## src/rtl/accum_arb_pkg.sv

```systemverilog
// accum_arb_pkg: shared types and default sizes for the burst arbiter and its
// tag FIFO.
package accum_arb_pkg;

  typedef enum logic {
    IDLE  = 1'b0,
    BURST = 1'b1
  } state_e;

  localparam int NREQ_DEF   = 4;
  localparam int DATAW_DEF  = 19;
  localparam int ACCUMW_DEF = 32;
  localparam int LENW_DEF   = 8;
  localparam int TAGD_DEF   = 4;

  // Width of a requester index; a single requester still needs one bit.
  function automatic int id_width(input int n);
    return (n > 1) ? $clog2(n) : 1;
  endfunction

  localparam int ID_W_DEF = id_width(NREQ_DEF);

endpackage

```

## src/rtl/accum_arb_tag.sv

```systemverilog
// tag_fifo: small circular FIFO holding the requester index of every burst
// whose accumulator result has not come back yet.
module tag_fifo
  import accum_arb_pkg::*;
#(
  parameter int DEPTH = TAGD_DEF,
  parameter int W     = ID_W_DEF
) (
  input  logic                         clk,
  input  logic                         rst,
  input  logic                         push_i,
  input  logic                         pop_i,
  input  logic [W-1:0]                 din_i,
  output logic [W-1:0]                 dout_o,
  output logic                         full_o,
  output logic                         empty_o,
  output logic [$clog2(DEPTH+1)-1:0]   count_o
);

  localparam int PW = (DEPTH > 1) ? $clog2(DEPTH) : 1;
  localparam int CW = $clog2(DEPTH + 1);

  logic [W-1:0]  mem_q [DEPTH];
  logic [PW-1:0] wr_q, rd_q;
  logic [CW-1:0] cnt_q;
  logic          do_push, do_pop;

  // Pointers wrap at DEPTH so non-power-of-two depths also work.
  function automatic logic [PW-1:0] ptr_inc(input logic [PW-1:0] p);
    return (p == PW'(DEPTH - 1)) ? '0 : p + PW'(1);
  endfunction

  // A pop frees a slot, so a push into a full FIFO succeeds when paired with one.
  assign do_pop  = pop_i && (cnt_q != '0);
  assign do_push = push_i && ((cnt_q != CW'(DEPTH)) || do_pop);

  // Storage is not reset: entries are only read while the count covers them.
  always_ff @(posedge clk) begin
    if (do_push) mem_q[wr_q] <= din_i;
  end

  // Pointer and occupancy bookkeeping.
  always_ff @(posedge clk or posedge rst) begin
    if (rst) begin
      wr_q  <= '0;
      rd_q  <= '0;
      cnt_q <= '0;
    end else begin
      if (do_push) wr_q <= ptr_inc(wr_q);
      if (do_pop)  rd_q <= ptr_inc(rd_q);
      case ({do_push, do_pop})
        2'b10:   cnt_q <= cnt_q + CW'(1);
        2'b01:   cnt_q <= cnt_q - CW'(1);
        default: cnt_q <= cnt_q;
      endcase
    end
  end

  assign dout_o  = mem_q[rd_q];
  assign full_o  = (cnt_q == CW'(DEPTH));
  assign empty_o = (cnt_q == '0);
  assign count_o = cnt_q;

endmodule

```

## src/rtl/accum_arb.sv

```systemverilog
// accum_arb: round-robin burst arbiter in front of a shared accumulator.
// One requester owns the accumulator for cfg_len beats; the owner's index is
// queued as a tag so each accumulator result is routed back to its burst owner.
module accum_arb
  import accum_arb_pkg::*;
#(
  parameter int NREQ   = NREQ_DEF,
  parameter int DATAW  = DATAW_DEF,
  parameter int ACCUMW = ACCUMW_DEF,
  parameter int LENW   = LENW_DEF,
  parameter int TAGD   = TAGD_DEF
) (
  input  logic                      clk,
  input  logic                      rst,
  input  logic [LENW-1:0]           cfg_len,
  input  logic [NREQ*DATAW-1:0]     req_data,
  input  logic [NREQ-1:0]           req_valid,
  output logic [NREQ-1:0]           req_ready,
  output logic [DATAW-1:0]          acc_data,
  output logic                      acc_ivalid,
  output logic                      acc_first,
  output logic                      acc_last,
  input  logic [ACCUMW-1:0]         acc_result,
  input  logic                      acc_ovalid,
  output logic [ACCUMW-1:0]         res_data,
  output logic [id_width(NREQ)-1:0] res_id,
  output logic                      res_valid,
  output logic                      busy,
  output logic                      err_orphan
);

  localparam int IDW = id_width(NREQ);
  localparam int CW  = $clog2(TAGD + 1);

  state_e                  state_q;
  logic [IDW-1:0]          grant_q, last_q, pick;
  logic                    pick_vld;
  logic [LENW-1:0]         len_q, cnt_q, len_d;
  logic signed [DATAW-1:0] beat_data, acc_data_q;
  logic                    beat_vld, beat_last;
  logic                    acc_ivalid_q, acc_first_q, acc_last_q;
  logic                    tag_push, tag_pop, tag_full, tag_empty;
  logic [IDW-1:0]          tag_head;
  logic [CW-1:0]           tag_count;
  logic [ACCUMW-1:0]       res_data_q;
  logic [IDW-1:0]          res_id_q;
  logic                    res_valid_q, err_orphan_q;

  // Round-robin search: scan downward so the nearest index after last_q wins.
  always_comb begin
    pick     = '0;
    pick_vld = 1'b0;
    for (int k = NREQ; k >= 1; k--) begin
      if (req_valid[IDW'((int'(last_q) + k) % NREQ)]) begin
        pick     = IDW'((int'(last_q) + k) % NREQ);
        pick_vld = 1'b1;
      end
    end
  end

  // Select the granted requester's sample; a beat only counts while in BURST.
  always_comb begin
    beat_data = '0;
    beat_vld  = 1'b0;
    for (int i = 0; i < NREQ; i++) begin
      if (IDW'(i) == grant_q) begin
        beat_data = req_data[i*DATAW +: DATAW];
        beat_vld  = req_valid[i] && (state_q == BURST);
      end
    end
  end

  // Only the owner of the current burst sees ready, and only while it is valid.
  always_comb begin
    req_ready = '0;
    if (state_q == BURST) req_ready[grant_q] = req_valid[grant_q];
  end

  // A zero length would never reach its last beat, so it is promoted to one.
  assign len_d     = (cfg_len == '0) ? LENW'(1) : cfg_len;
  assign beat_last = (cnt_q == len_q - LENW'(1));

  // Burst FSM with the registered accumulator-side outputs.
  always_ff @(posedge clk or posedge rst) begin
    if (rst) begin
      state_q      <= IDLE;
      grant_q      <= '0;
      last_q       <= IDW'(NREQ - 1);
      len_q        <= '0;
      cnt_q        <= '0;
      acc_data_q   <= '0;
      acc_ivalid_q <= 1'b0;
      acc_first_q  <= 1'b0;
      acc_last_q   <= 1'b0;
    end else begin
      acc_ivalid_q <= 1'b0;
      acc_first_q  <= 1'b0;
      acc_last_q   <= 1'b0;
      case (state_q)
        IDLE: begin
          if (pick_vld && !tag_full) begin
            grant_q <= pick;
            last_q  <= pick;
            len_q   <= len_d;
            cnt_q   <= '0;
            state_q <= BURST;
          end
        end
        BURST: begin
          if (beat_vld) begin
            acc_data_q   <= beat_data;
            acc_ivalid_q <= 1'b1;
            acc_first_q  <= (cnt_q == '0);
            acc_last_q   <= beat_last;
            cnt_q        <= cnt_q + LENW'(1);
            if (beat_last) state_q <= IDLE;
          end
        end
        default: state_q <= IDLE;
      endcase
    end
  end

  // The tag goes in on the same edge that registers acc_last.
  assign tag_push = beat_vld && beat_last;
  assign tag_pop  = acc_ovalid && !tag_empty;

  tag_fifo #(
    .DEPTH (TAGD),
    .W     (IDW)
  ) u_tags (
    .clk     (clk),
    .rst     (rst),
    .push_i  (tag_push),
    .pop_i   (tag_pop),
    .din_i   (grant_q),
    .dout_o  (tag_head),
    .full_o  (tag_full),
    .empty_o (tag_empty),
    .count_o (tag_count)
  );

  // Result routing; a result with no pending tag is dropped and flagged.
  always_ff @(posedge clk or posedge rst) begin
    if (rst) begin
      res_valid_q  <= 1'b0;
      res_data_q   <= '0;
      res_id_q     <= '0;
      err_orphan_q <= 1'b0;
    end else begin
      res_valid_q <= tag_pop;
      if (tag_pop) begin
        res_data_q <= acc_result;
        res_id_q   <= tag_head;
      end
      if (acc_ovalid && tag_empty) err_orphan_q <= 1'b1;
    end
  end

  assign acc_data   = acc_data_q;
  assign acc_ivalid = acc_ivalid_q;
  assign acc_first  = acc_first_q;
  assign acc_last   = acc_last_q;
  assign res_data   = res_data_q;
  assign res_id     = res_id_q;
  assign res_valid  = res_valid_q;
  assign err_orphan = err_orphan_q;
  assign busy       = (state_q == BURST) || (tag_count != '0);

endmodule

```

## config.mk

```make
export PLATFORM = sky130hd
export DESIGN_NAME = accum_arb
export DESIGN_NICKNAME = d
export VERILOG_FILES = /design/src/rtl/accum_arb_pkg.sv /design/src/rtl/accum_arb_tag.sv /design/src/rtl/accum_arb.sv
export SDC_FILE = /design/constraint.sdc
export NUM_CORES = 1
export LEC_CHECK = 0
export ABC_CLOCK_PERIOD_IN_PS = 3500
export BUFFER_PORTS_ARGS = -buffer_cell sky130_fd_sc_hd__clkbuf_2
export CORE_MARGIN = 3
export CORE_UTILIZATION = 49
export DETAILED_ROUTE_END_ITERATION = 8
export GPL_ROUTABILITY_DRIVEN = 0
export PLACE_DENSITY = 0.8
export SYNTH_ARGS = -nofsm -noshare
export SYNTH_HDL_FRONTEND = slang
export SYNTH_HIERARCHICAL = 1
export SYNTH_SLANG_ARGS = --single-unit
```

## constraint.sdc

```tcl
create_clock -name clk -period 3.5 [get_ports clk]
set_input_delay 1.05 -clock clk [delete_from_list [all_inputs] [get_ports clk]]
set_output_delay 1.05 -clock clk [all_outputs]
set_load 0.01 [all_outputs]
```

; Yosys cells after proc, flatten, opt, wreduce, memory -nomap -nowiden
; Memories as Yosys holds them, arrays and structs flattened. A register that Yosys moved wholly into a read port is not among the register bits.
; Index checks and enable logic that the tools add are counted.
[totals]
reg_bits = 84
latchBits = 0
ramBits = 8
mem_bits_ro = 0
input_bits = 123
out_inout_bits = 63
wordCells = 122
memories = 1
[mem_list]
columns = name, words, word_bits, read_ports, rd_clocked_by_memory_dff, wr, line_no
row1 = u_tags.mem_q, 4, 2, 1, 1, 1, accum_arb_tag.sv:23  ; logic [W-1:0] mem_q [DEPTH];
[op_classes]
addsub = 10
mul = 0
div_mod_pow = 0
magnitude_cmp = 6
eq_ne = 12
shifts = 0
n_mux = 52
bitwise_logic = 2
reduce_logical = 24
[op_table]
columns = op, n
row1 = 19-bit two-way mux, 4
row2 = 1-bit two-way mux, 29
row3 = 8-bit two-way mux, 3
row4 = 8-bit zero test, 2
row5 = "2-bit by 4-bit less-than comparator with 1-bit output, second input constant", 4
row6 = 8-bit one-hot mux with 2 select lines, 1
row7 = 2-bit two-way mux, 6
row8 = 1-bit logical AND, 11
row9 = 1-bit binary-select mux with 2-bit select, 5
row10 = "2-bit by 1-bit adder with 2-bit output, second input constant", 4
row11 = "8-bit by 1-bit adder with 8-bit output, second input constant", 1
row12 = 8-bit equality test, 1
row13 = "8-bit by 1-bit subtractor with 8-bit output, second input constant", 1
row14 = "2-bit equality test, second input constant", 3
row15 = 3-bit one-hot mux with 2 select lines, 1
row16 = 2-bit AND reduction, 3
row17 = "2-bit adder, second input constant", 2
row18 = 4-bit bitwise AND, 1
row19 = "2-bit equality test, first input constant", 2
row20 = 4-bit two-way mux, 1
row21 = "3-bit by 1-bit adder with 3-bit output, second input constant", 1
row22 = "3-bit equality test, second input constant", 1
row23 = 3-bit zero test, 1
row24 = "2-bit by 3-bit less-than comparator with 1-bit output, second input constant", 1
row25 = other kinds (15), 17

; Logic depth before layout (Yosys ltp)
; Gate-level depths: netlist of run 1.
[depth]
ltp_word = 11
mapped_depth = 14
depth_no_buf = 13

; Hierarchy
; Netlist of run 1, hierarchy kept.
[by_module_without_submodules]
columns = mod, instances, cells_each, area_each_um2, seq_area_each_um2
row1 = accum_arb, 1, 306, 4011.3, 1979.4
row2 = tag_fifo, 1, 65, 834.6, 415.4

; Worst setup path before layout of run 1
; OpenSTA, ideal clock, no wires.
[synth_timing]
kind = input -> register
start = in acc_ovalid
end = reg u_tags.cnt_q[2] (netlist: u_tags/count_o[2])
setup_ns = 0.146
arrival_time_ns = 3.176
path_slack_ns = 0.178
stages = 10
path_cell_list = nor2b_1 > clkbuf_1 > buf_1 > clkbuf_1 > nor2b_1 > nand2b_1 > fa_1 > nand2b_1 > o211ai_1 > o311ai_0
[synth_via]
elab_chain_cells = 6
word_cells_on_any_way = 8
cone_classes = 2 x eq/ne / 1 x mux / 5 x reduce/logical
[synth_lines]
columns = element, line_no
row1 = start: declaration, accum_arb.sv:24  ; input logic acc_ovalid,
row2 = 1-bit logical AND *, accum_arb.sv:126  ; assign tag_pop = acc_ovalid && !tag_empty;
row3 = named net tag_pop, accum_arb.sv:42  ; logic tag_push, tag_pop, tag_full, tag_empty;
row4 = 1-bit logical AND *, accum_arb_tag.sv:34  ; assign do_pop = pop_i && (cnt_q != '0);
row5 = 1-bit logical OR, accum_arb_tag.sv:35  ; assign do_push = push_i && ((cnt_q != CW'(DEPTH)) || do_pop);
row6 = 1-bit logical AND, accum_arb_tag.sv:35
row7 = 2-bit by 1-bit equality test with 1-bit output or 2-bit equality test (tied branches), accum_arb_tag.sv:51  ; case ({do_push, do_pop})
row8 = 3-bit one-hot mux with 2 select lines or 2-bit nonzero test (tied branches), --
row9 = end signal: assignment, accum_arb_tag.sv:52  ; 2'b10: cnt_q <= cnt_q + CW'(1);
row10 = end signal: assignment, accum_arb_tag.sv:53  ; 2'b01: cnt_q <= cnt_q - CW'(1);
row11 = end signal: assignment, accum_arb_tag.sv:54  ; default: cnt_q <= cnt_q;
row12 = end: declaration, accum_arb_tag.sv:25  ; logic [CW-1:0] cnt_q;
; Mark *: on every way through the listed nets, which the timed path passes. The rest lies on a longest branch.
; A chain may end at the register's enable or synchronous reset.

; Final worst setup path of run 1
[layout_timing]
start = in req_valid[2]
end = reg u_tags.cnt_q[1] (netlist: u_tags/count_o[1])
[layout_via]
elab_chain_cells = 7
word_cells_on_any_way = 9
cone_classes = 2 x eq/ne / 3 x mux / 4 x reduce/logical
[layout_lines]
columns = element, line_no
row1 = start: declaration, accum_arb.sv:17  ; input logic [NREQ-1:0] req_valid,
row2 = 1-bit logical AND *, accum_arb.sv:68  ; beat_vld = req_valid[i] && (state_q == BURST);
row3 = 1-bit two-way mux * (2 in series), accum_arb.sv:66  ; if (IDW'(i) == grant_q) begin
row4 = 1-bit logical AND *, accum_arb.sv:125  ; assign tag_push = beat_vld && beat_last;
row5 = named net tag_push, accum_arb.sv:42
row6 = 1-bit logical AND *, accum_arb_tag.sv:35
row7 = 2-bit by 1-bit equality test with 1-bit output or 2-bit equality test (tied branches), accum_arb_tag.sv:51
row8 = 3-bit one-hot mux with 2 select lines or 2-bit nonzero test (tied branches), --
; Marked as above.

==> results of run 1 <==
-- layer usage --
metal	global-route usage [%]	share of wire [%]	vias up
met5	0	0	-
met1	25.68	41	1827
met3	4.287	7.4	6
met2	34.74	51	140
met4	3.655	0.32	0
li1	-	-	1721
-- path summary, 6_finish.rpt --
path / from / to / depth (start not counted)
max reg2reg: len_q[0] / u_tags/count_o[1] / 13
min: err_orphan / err_orphan / 1
min reg2reg: err_orphan / err_orphan / 1
max: req_valid[2] / u_tags/count_o[1] / 12
max in group asynchronous: rst / last_q[0] / 3
min in group asynchronous: rst / u_tags/count_o[1] / 2
-- final cells by class --
| class | count | area, µm² | area share [%] |
|---|---|---|---|
| tap | 129 | 161.4 | 2.647 |
| sequential | 94 | 2395 | 39.27 |
| timing repair buffer | 194 | 1006 | 16.50 |
| multi-input combinational | 242 | 2276 | 37.32 |
| inverter | 15 | 62.56 | 1.026 |
| clock buffer | 9 | 123.9 | 2.031 |
| clock inverter | 7 | 73.82 | 1.211 |
-- power groups by stage --
| stage | combinational [mW] | sequential, mW | clock (mW) |
|---|---|---|---|
| 6_report | 2.51 | 1.98 | 0.706 |
| 4_1_cts | 2.55 | 1.98 | 0.732 |
| 5_1_grt | 2.76 | 2.06 | 0.775 |
| 3_5_place_dp | 2.55 | 2.00 | 0 |
| 3_3_place_gp | 2.45 | 1.97 | 0 |
| 2_1_floorplan | 1.73 | 2.07 | 0 |
-- critical path, stage by stage --
cell and delay (ns):
clkbuf_2 0.15, mux4_2 0.29, nand2_4 0.05, nor4_1 0.32, nand4_1 0.18, nor2_1 0.18
nor2b_1 0.09, nand2b_1 0.10, fa_1 0.43, o21bai_1 0.16, a31oi_1 0.15, o21a_1 0.12
-- cell usage in the layout (no fill, tap or decap), types with 2 or more instances in the layout --
cell and count:
ha_1 8, inv_6 3, mux4_2 21, buf_4 8
o21bai_1 2, dfrtp_1 84, inv_1 13, a211oi_1 2
clkbuf_8 9, clkbuf_2 185, nor4_1 4, nand3b_1 2
o21ai_0 6, a31oi_1 5, clkinv_4 2, a21o_1 4
nand2b_1 3, mux2_2 38, or4_1 2, xor2_1 4
dfstp_2 2, nor2b_1 6, and2_1 4, nand4_1 3
nor3_1 6, and4b_1 2, nand2_1 25, edfxtp_1 8
nand3_1 4, a21oi_1 8, xnor2_1 11, or3_1 2
o311ai_0 2, nor2_1 24, inv_8 2, mux2_4 19
-- kinds of logic (layout without fill, tap and decap cells) --
logic type               Yosys count  in the layout
buffers and inverters             35            225
adder cells (fa/ha/maj)            9              9
XOR/XNOR                          15             15
flip-flops                        94             94
AND/OR/NAND/NOR                   97             97
AO/OA/AOI/OAI                     41             41
multiplexers                      80             80
-- sequential cells by signal (all words and copies together) (netlist names) --
register / flops
acc_first: 1
u_tags/wr_q: 2
acc_ivalid: 1
acc_last: 1
u_tags/count_o: 3
u_tags/rd_q: 2
res_id: 2
last_q: 2
grant_q: 2
res_valid: 1
len_q: 8
err_orphan: 1
res_data: 32
acc_data: 19
cnt_q: 8
state_q: 1
u_tags/mem_q: 8
-- through the flow --
stage | cells | hold WS, ns | utilization [%]
after floorplan | 371 | 0.4652 | -
after global placement | 674 | 0.4376 | 62.67
after detailed placement | 674 | 0.4482 | 62.67
after CTS | 690 | 0.4723 | 64.77
after global routing | 690 | 0.4935 | 64.77
final | 690 | 0.4668 | 64.77
==> flow_metrics.tcl, run 1 <==
set metrics [dict create \
    status "finished clean" \
    synthMostInstantiatedCell "dfrtp_1" \
    max_freq_mhz 337.0 \
    rows 35 \
    grt_util_all_layers_pct 19.87 \
    drive_above_1_share_pct 52.94 \
    synth_fp_nets 503 \
    muxShareOfSynthArea_pct 25.23 \
    cts_buffers 9 \
    clock-sinks 94 \
    start_util_pct 51.47 \
    dp_hpwl_mm 8.650 \
    setup_slack_ns 0.5327 \
    start_kind "primary input" \
    nets 688 \
    synth_top_area_share_pct 43.38 \
    dieArea_um2 11120 \
    hold_class "flip-flop to flip-flop" \
    hold_viol 0 \
    port_buffers 185 \
    cts_hold_buf 0 \
    synth-seq-cells 94 \
    dp_slack_ns 0.1495 \
    drv_slew 0 \
    postSynthCellCount 371 \
    path_class "primary input to flip-flop" \
    dieWidth_um 105.4 \
    synth_ff_type "dfrtp_1" \
    io_pins 186 \
    grt_pass1_vias 3758 \
    grt_start_max_net_pins 47 \
    arrival_ns 3.28 \
    placed_area_um2 5901 \
    via_per_inst 5.354 \
    synth-adder-area-share_pct 2.479 \
    worst_ep_required_time_ns 3.81 \
    end_kind "flip-flop" \
    power.total_mw 5.193 \
    cts_setup_buffers 0 \
    synth_edf_count 8 \
    vias 3694 \
    htreeDepth 3 \
    drtAntennaViolNets 0 \
    clk_pin_slew_ns 0.10 \
    synth_compound_area_share_pct 5.964 \
    clock-root-buffer "clkbuf_8" \
    grt_first_pass_wirelength_mm 17.97 \
    fp.dieH_um 105.4 \
    tightest_slew_ns 0.6142 \
    setup_tns_ns 0 \
    setup_viol 0 \
    fin_skew_ns 0.007123 \
    cts_tree "yes" \
    p_comb_share_pct 48.3 \
    clk_path_buf_depth 2 \
    intPower_mw 3.225 \
    stdcell_area_um2 6098 \
    syn_to_final_growth_pct 25.85 \
    max-slew-margin-rel_pct 58.74 \
    power_density_nw_per_um2 851.5 \
    power.switching_mw 1.968 \
    core_um2 9415 \
    pwr-share-clk_pct 13.6 \
    synth_top_family_by_area "multiplexers" \
    ir_drop_mv 0.5022 \
    synth_warnings 6 \
    drt_pass1_iterations 4 \
    synth_commonest_cells "dfrtp_1, mux2_2, nand2_1, nor2_1, mux4_2" \
    post_cts_resized 0 \
    drt_iter0_markers 124 \
    r2r_setup_slack_ns 0.61 \
    diodes 0 \
    rsz0062_at_grt "false" \
    synthSimpleGateAreaFrac_pct 10.43 \
    insertion_delay_ns 0.36 \
    min_period_ns 2.967 \
    maxCapViolCount 0 \
    syn_area_per_cell_um2 13.06 \
    p_seq_share_pct 38.1 \
    overflow 0 \
    synth_cell_types 63 \
    synth_seq_area_share_pct 49.42 \
    switching_share_pct 37.90 \
    period_share_pct 84.78 \
    synth.area.top_cells "dfrtp_1, mux4_2, mux2_2" \
    synth_xor_area_share_pct 2.711 \
    synth_area_um2 4846 \
    p_leak_nw 2.938 \
    wirelength_mm 10.92 \
    async_flop_share_pct 91.49 \
    synth.largest_area_cell "dfrtp_1" \
    routedWlPerCell_um 15.82 \
    antenna_found_initial 0 \
    n_fill_cell 724 \
    drc 0 \
    critical_path_peak_fanout 6 \
]
Power figures use the tool's default switching activity.
==> run 2, diff against run 1 <==
ABC_CLOCK_PERIOD_IN_PS = 3100   (was 3500)
clock period = 3.1 ns   (was 3.5 ns; I/O delays follow)
==> flow_metrics.tcl, run 2 (synthesis results as in run 1) <==
set metrics [dict create \
    max-slew-margin-rel_pct 56.33 \
    max_freq_mhz 352.3 \
    final_common_cell "clkbuf_2" \
    syn_to_final_growth_pct 25.92 \
    hold_class "flip-flop to flip-flop" \
    status "finished clean" \
    r2r-end "u_tags/count_o[1]" \
    p_leak_nw 2.940 \
    r2r-start "len_q[0]" \
    stdcell_count 692 \
    clk_path_buf_depth 2 \
    cts_hold_buf 0 \
    clk_pin_slew_ns 0.10 \
    grt_pass1_vias 3827 \
    antenna_found_initial 0 \
    largest_reg_flops 32 \
    port_buffers 185 \
    dieArea_um2 11120 \
    rsz0062_at_grt "false" \
    dp_hpwl_mm 8.540 \
    tightest_slew_ns 0.6501 \
    arrival_ns 3.13 \
    routedWlPerCell_um 16.01 \
    rows 35 \
    core_um2 9415 \
    fp.dieH_um 105.4 \
    vias 3725 \
    r2r_setup_slack_ns 0.26 \
    clock-root-buffer "clkbuf_8" \
    drc 0 \
    hold_viol 0 \
    nets 690 \
    diodes 0 \
    dieWidth_um 105.4 \
    maxCapViolCount 0 \
    path_class "flip-flop to flip-flop" \
    power_density_nw_per_um2 958.8 \
    power.total_mw 5.851 \
    drt_pass1_iterations 5 \
    drive_above_1_share_pct 53.11 \
    grt_util_all_layers_pct 20.45 \
    worstRegToRegCells 13 \
    holdPathEnd "err_orphan" \
    final_cell_mix "clkbuf_2, dfrtp_1, mux2_2" \
    ir_drop_mv 0.4484 \
    end_kind "flip-flop" \
    setup_viol 0 \
    critical_path_peak_fanout 6 \
    min_period_ns 2.839 \
    grt_start_max_net_pins 45 \
    cts_setup_buffers 0 \
    place_inst 676 \
    post_cts_resized 0 \
    worst_ep_required_time_ns 3.39 \
    insertion_delay_ns 0.35 \
    io_pins 186 \
    clock-sinks 94 \
    fin_skew_ns 0.01284 \
    wirelength_mm 11.08 \
    cts_buffers 9 \
    via_per_inst 5.383 \
    start_util_pct 51.47 \
    min-delay-start "err_orphan" \
    start_kind "flip-flop" \
    min_path_cells 1 \
    n_fill_cell 745 \
    drtAntennaViolNets 0 \
    cts_tree "yes" \
    grt_first_pass_wirelength_mm 18.44 \
    period_share_pct 91.58 \
    setup_tns_ns 0 \
    post-route-util_pct 64.81 \
    drt_iter0_markers 205 \
    htreeDepth 3 \
    overflow 0 \
    drv_slew 0 \
]
run 2: cell types whose count changed in the layout (fill, tap and decap cells not counted), sizes merged:
cell,change
buf,+2
clkinvlp,+1
clkinv,-2
inv,+1
run 2: critical path: stages, from the launching register on:
cell      delay, ns
dfrtp_1        0.43
inv_1          0.08
ha_1           0.28
nor2b_1        0.16
or3_1          0.34
a31oi_1        0.17
nand4_1        0.13
nor2_1         0.15
nor2b_1        0.08
nand2b_1       0.08
fa_1           0.43
o21bai_1       0.17
a31oi_1        0.16
o21a_1         0.12
run 2: cell type report:
class	instances	area (µm²)	share of cell area (%)
inverters	15	62.56	1.025
multi-input cells	242	2276	37.30
clock buffers	9	123.9	2.030
flip-flops and latches	94	2395	39.25
repair buffers	196	1021	16.73
well taps	129	161.4	2.645
clock inverters	7	62.56	1.025
run 2: report_power, final:
group,internal [mW],switching (mW)
logic,1.53,1.33
clock network,0.310,0.453
registers,1.80,0.431
run 2: how the worst max path moves through the flow:
stage	start	to	slack (ns)
finish	len_q[0]	u_tags/count_o[1]	0.26
global route	len_q[0]	u_tags/count_o[1]	0.05
CTS	len_q[0]	u_tags/count_o[1]	0.26
detailed placement	req_valid[0]	u_tags/count_o[2]	-0.009
global placement	req_valid[3]	u_tags/count_o[1]	0.1
floorplan	req_valid[3]	u_tags/count_o[2]	0.01
run 2: metrics by stage:
stage	instance area [µm²]	hold WS [ns]	setup WS, ns
after global placement	5916	0.4384	0.09790
after floorplan	4848	0.4652	0.01174
after detailed placement	5916	0.4647	-0.008658
final	6102	0.4799	0.2611
after CTS	6102	0.4843	0.2620
after global routing	6102	0.4999	0.04566
run 2: routing by layer:
layer | up-vias | global-route usage [%] | wire length [µm] | share of wire (%)
met5 | - | 0 | 0 | 0
met4 | 0 | 5.061 | 116 | 1.0
met3 | 13 | 3.001 | 661 | 6.0
met2 | 149 | 36.11 | 5657 | 51
met1 | 1841 | 26.51 | 4640 | 42
li1 | 1722 | - | - | -
